$ cat src/rtl/silu_result_packer.sv
// silu_result_packer: pairs BF16 SiLU results into 32-bit words behind a credit-guarded show-ahead FIFO
module silu_result_packer #(
  parameter int DEPTH    = 4,
  parameter int PIPE_LAT = 7
) (
  input  logic        clk,
  input  logic        rst,
  input  logic        issue,
  output logic        issue_ok,
  input  logic        in_valid,
  input  logic [15:0] in_data,
  input  logic        flush,
  output logic        out_valid,
  input  logic        out_ready,
  output logic [31:0] out_data,
  output logic [1:0]  out_mask,
  output logic        err
);
  localparam int CW = $clog2(2*DEPTH+1);
  localparam int AW = $clog2(DEPTH);
  localparam int NW = $clog2(DEPTH+1);
  if (DEPTH < 2 || (DEPTH & (DEPTH-1)) != 0 || PIPE_LAT < 0) begin : g_bad_param
    $error("silu_result_packer: DEPTH must be a power of two >= 2 and PIPE_LAT >= 0");
  end
  logic [CW-1:0] credits, credits_next;
  logic [CW+1:0] gross;
  logic [15:0]   pend;
  logic          pend_flag, flush_req;
  logic [33:0]   mem [DEPTH];
  logic [AW-1:0] wr_ptr, rd_ptr;
  logic [NW-1:0] count;
  logic          pop, pad, wr, wr_ok, full;
  logic [33:0]   wdata;
  always_comb begin
    out_valid    = count != '0;
    pop          = out_valid & out_ready;
    full         = count == NW'(DEPTH);
    gross        = (CW+2)'(credits) + (pop ? (CW+2)'(2) : '0);
    // a pad only commits when the slot it claims is covered by this cycle's credit
    pad          = flush_req & pend_flag & ~in_valid & (gross > (CW+2)'(issue));
    wr           = (in_valid & pend_flag) | pad;
    wr_ok        = wr & (~full | pop);
    wdata        = pad ? {16'h0000, pend, 2'b01} : {in_data, pend, 2'b11};
    credits_next = gross >= (CW+2)'(issue) + (CW+2)'(pad)
                   ? CW'(gross - (CW+2)'(issue) - (CW+2)'(pad)) : '0;
    issue_ok     = credits != '0;
    out_data     = out_valid ? mem[rd_ptr][33:2] : '0;
    out_mask     = out_valid ? mem[rd_ptr][1:0] : '0;
  end
  always_ff @(posedge clk) begin
    if (!rst) begin
      credits   <= CW'(2*DEPTH);
      pend      <= '0;
      pend_flag <= 1'b0;
      flush_req <= 1'b0;
      err       <= 1'b0;
      wr_ptr    <= '0;
      rd_ptr    <= '0;
      count     <= '0;
    end else begin
      credits   <= credits_next;
      err       <= err | (issue & ~issue_ok) | (wr & full & ~pop);
      flush_req <= flush | (flush_req & pend_flag & ~in_valid & ~pad);
      pend_flag <= in_valid ? ~pend_flag : pend_flag & ~pad;
      if (in_valid && !pend_flag) pend <= in_data;
      if (wr_ok) wr_ptr <= wr_ptr + 1'b1;
      if (pop) rd_ptr <= rd_ptr + 1'b1;
      count     <= count + NW'(wr_ok) - NW'(pop);
    end
  end
  always_ff @(posedge clk)
    if (rst && wr_ok) mem[wr_ptr] <= wdata;
endmodule

$ cat config.mk
export PLATFORM = sky130hd
export DESIGN_NAME = silu_result_packer
export DESIGN_NICKNAME = d
export VERILOG_FILES = /design/src/rtl/silu_result_packer.sv
export SDC_FILE = /design/constraint.sdc
export NUM_CORES = 1
export LEC_CHECK = 0
export ABC_CLOCK_PERIOD_IN_PS = 6770
export CAP_MARGIN = 20
export CORE_UTILIZATION = 60
export CTS_CLUSTER_SIZE = 12
export DETAILED_ROUTE_END_ITERATION = 10
export GPL_ROUTABILITY_DRIVEN = 0
export PLACE_DENSITY = 0.82
export SLEW_MARGIN = 10
export SYNTH_ARGS = -nofsm -noshare
export SYNTH_HDL_FRONTEND = slang
export SYNTH_SLANG_ARGS = --single-unit
$ cat constraint.sdc
create_clock -name clk -period 6.77 [get_ports clk]
set_input_delay 1.354 -clock clk [delete_from_list [all_inputs] [get_ports clk]]
set_output_delay 1.354 -clock clk [all_outputs]
set_load 0.1 [all_outputs]
Word-level counts from Yosys, hierarchy flattened
Memory sizes are Yosys's and may differ from the RTL's. A register that Yosys moved wholly into a read port is not among the register bits.
Index checks and enable logic that the tools add are counted.

storage, ports and cells
  register bits after elaboration = 30
  bits in writable memories = 136
  input bits = 22
  output and inout port bits = 37
  word-level logic and storage cells = 59
  memories = 1

operators by class
  $add $sub $neg = 8
  order comparisons = 2
  eq/ne operators = 1
  mux-type cells = 10
  bitwise logic cells = 22
  reduce and logical (&&, ||, !) cells = 6

memories
  name  words  bits a word  read ports  clocked after memory_dff  wr ports  line  source
  mem   4      34           1           1                         1         29    logic [33:0] mem [DEPTH];

operator list
  kind                                          number
  2-to-1 mux 34 bit                             1
  2-to-1 mux 32 bit                             1
  bitwise AND 1 bit                             11
  2-to-1 mux 2 bit                              4
  subtractor 4 x 1 -> 4 bit                     2
  inverter 1 bit                                6
  adder 4 x 2 -> 5 bit                          1
  greater-or-equal comparator 5 x 2 -> 1 bit    1
  > comparator 5 x 1 -> 1 bit                   1
  bitwise OR 1 bit                              5
  adder 2 x 1 -> 2 bit (second input constant)  2
  2-to-1 mux 4 bit                              1
  nonzero test 4 bit                            1
  adder 3 x 1 -> 3 bit                          1
  equality test 3 bit (second input constant)   1
  2-to-1 mux 1 bit                              3
  nonzero test 3 bit                            1
  subtractor 3 x 1 -> 3 bit                     1
  adder 1 x 1 -> 2 bit                          1
  logical AND 1 bit                             2
  AND reduction 2 bit                           1
  zero test 1 bit                               1

Logic depth before layout (Yosys ltp)
  word-level depth = 11
  depth in mapped cells = 16
  mapped depth without buffers = 15

Worst setup path before layout
No wires, ideal clock.

  path kind = register -> output
  start = reg count[2]
  end = out out_data[22]
  arrival = 2.443 ns
  required time = 5.416 ns
  setup slack = 2.973 ns
  cell stages (with the launch flop) = 5
  buffers on the path = 2
  cell sequence = dfxtp_1 -> or3_1 -> buf_2 -> clkbuf_1 -> and2_1

on the way
  longest elaborated chain between the ends = 2

ends and longest elaborated chain
  item                    line  source
  from (decl)             31    logic [NW-1:0] count;
  from (signal assigned)  68    count <= count + NW'(wr_ok) - NW'(pop);
  nonzero test 3 bit      35    out_valid = count != '0;
  named net out_valid     13    output logic out_valid,
  2-to-1 mux 32 bit       47    out_data = out_valid ? mem[rd_ptr][33:2] : '0;
  to (decl)               15    output logic [31:0] out_data,

The timed path passes the listed nets, and every way through them passes these cells.

==> impl_metrics.ini <==
[global_route]
first_global_vias = 3819
grt_usage = 0.2382
grt_pass1_wl_mm = 19.75
grt_max_degree = 34
antenna_found_initial = 0
overflow = 0

[timing]
setup_violations = 0
drv_slew = 0
fin_crit_ns = 4.523
worstMarginPinSlew_ns = 0.9934
post-route-period-util = 0.6681
tns_ns = 0
rsz0062_at_grt = false
report.final.hold_viol_count = 0
fmax_ghz = 0.2211
slew_headroom = 0.3356
finClkSkew_ns = 0.008655

[critical_path]
cp_slowest_cell = clkdlybuf4s50_1
crit_buf_inv = 2
critPathKind = register to output port
required_ns = 5.42
crit_fanout = 33
max_stage_delay_ns = 0.97
crit_arrival_ns = 3.17
start_kind = register
cp_cell_sequence = buf_4, mux4_2, and2_1, clkdlybuf4s50_1
endpoint_kind = output port
cpLargestDelayFamily = buffers and inverters

[hold_path]
hp-class = register to register

[cells_and_area]
area_delta_synth_final_pct = 19.03
fill_cells = 676
nNetsFinal = 511
drive_gt1_frac = 0.1567
post-route-util = 0.7360
n_antenna_cell = 0

[drt]
drt_iter0_markers = 176
vias = 3590
firstDrtPassIters = 5
ant_nets = 0
wire_per_inst_um = 20.07
viasPerCell = 5.744
finalWirelength_mm = 12.55
drc = 0

[logic_synthesis]
syn_area_mm2 = 0.006733
synth_edf_count = 132
synth_most_common_cell = edfxtp_1
synth_area_leaders = edfxtp_1 59%, mux4_2 11%, dfxtp_1 9.5%
synth_seq_cells = 164
yosys.area.top_type = edfxtp_1
yosys.cell_types.count = 41
synth_seq_area_share = 0.6839
synth-main-ff-cell = edfxtp_1
synth_common_cells = 132 x edfxtp_1, 41 x nand2_1, 38 x and2_1, 33 x mux4_2, 32 x dfxtp_1
synth_warnings = 0
post-synth-top-area-fraction = 0.5887
syn-instance-count = 408
synth_nets = 447
async_flop_share = 0
synth_area_per_cell_um2 = 16.50

[floorplan]
core_area_mm2 = 0.01089
rows = 38
die_w_um = 107.9
io_pins = 59
die_y_um = 107.9
fp.dieArea_mm2 = 0.01165
initial_core_util = 0.6184

[pwr]
seqPwrFrac = 0.321
ir_worst_vdd_v = 0.0003292
p_sw_frac = 0.4089
p_sw_mw = 1.488
p_int_mw = 2.152
power.density_mw_per_mm2 = 454.2
p_leak_nw = 2.739
combPwrFrac = 0.424
power_mw = 3.640
clkPwrFrac = 0.255

[cts]
hold_buffers = 0
postCtsSetupBuffers = 0
path_clk_slew_ns = 0.06
cts.sinks = 164
postCtsResizedCells = 0
cts_buffer_depth = 2
cts_made_buffers = 17
cts_root_buf = clkbuf_8
h-tree-depth = 4
clk_latency_ns = 0.51
cts_tree = built

[placement]
port_buffers = 58
dp_hpwl_mm = 7.390

[outcome]
outcome = finished clean

[flow_run]
drv_cap = 0
## power groups by stage
stage / Combinational [mW] / Clock, mW / Sequential (mW)
detailed placement: 1.55 / 0 / 1.19
CTS: 1.56 / 0.944 / 1.17
finish: 1.54 / 0.930 / 1.17
global placement: 1.53 / 0 / 1.18
floorplan: 1.25 / 0 / 1.19
global route: 1.62 / 0.975 / 1.17
## flip-flops by register name, indices dropped and copies added, names as in the netlist, named ones only
register,flops
rd_ptr,2
err,1
credits,4
mem,132
pend,16
pend_flag,1
wr_ptr,2
flush_req,1
count,3
## stage by stage
step	setup WS [ns]	instance area [µm²]	std cells	hold slack, ns
finish	2.247	8014	625	0.4986
global route	2.097	8014	625	0.5187
CTS	2.165	8014	625	0.4980
detailed placement	2.072	7435	593	0.4830
global placement	2.244	7420	592	0.4689
floorplan	2.973	6733	408	0.4600
## cells by family (layout without fill, tap and decap cells)
logic type               Yosys count  count (layout)  share of synthesized area
buffers and inverters             37             114                    0.02769
AND/OR/NAND/NOR                  119             119                    0.09552
AO/OA/AOI/OAI                     29              29                    0.03661
flip-flops                       164             164                     0.6839
adder cells (fa/ha/maj)           17              17                    0.03382
XOR/XNOR                           7               7                   0.009106
multiplexers                      35              35                     0.1134
## cell usage in the layout, fill, tap and decap left out, types with 4 or more instances in the layout
| cell | instances |
|---|---|
| clkbuf_1 | 5 |
| inv_1 | 15 |
| xnor2_1 | 5 |
| mux4_2 | 33 |
| edfxtp_1 | 132 |
| a21boi_0 | 15 |
| ha_1 | 15 |
| nor2_1 | 4 |
| clkdlybuf4s50_1 | 58 |
| buf_4 | 8 |
| and2_1 | 38 |
| nand2_1 | 41 |
| dfxtp_1 | 31 |
| clkbuf_16 | 16 |
| and3_1 | 4 |
| nor2b_1 | 20 |
## layout make-up
class	instances	area, µm²	share of cell area
sequential	164	4606	0.5747
multi-input combinational	207	1942	0.2423
timing repair buffer	67	655.6	0.08181
clock buffer	23	446.7	0.05574
tap	140	175.2	0.02186
clock inverter	9	132.6	0.01655
inverter	15	56.30	0.007026
## routing by layer
metal / GRT usage / part of all wire / up-vias
met5: 0 / 0 / -
met4: 0.09393 / 0.023 / 0
met3: 0.05304 / 0.065 / 19
met2: 0.4222 / 0.52 / 147
met1: 0.2835 / 0.39 / 1796
li1: - / - / 1628
## path summary, 6_finish.rpt
kind / from / cells after the start / end / slack [ns]
hold reg to reg: pend[9]$_SDFFE_PN0P_ / 0 / mem[1][11]$_DFFE_PP_ / 0.50
setup / recovery: register / 4 / out_data[7] / 2.25
setup reg to reg: count[1]$_SDFF_PN0_ / 11 / credits[1]$_SDFF_PN0_ / 2.80
hold / removal: pend[9]$_SDFFE_PN0P_ / 0 / mem[1][11]$_DFFE_PP_ / 0.50
(Power assumes the default switching activity.)
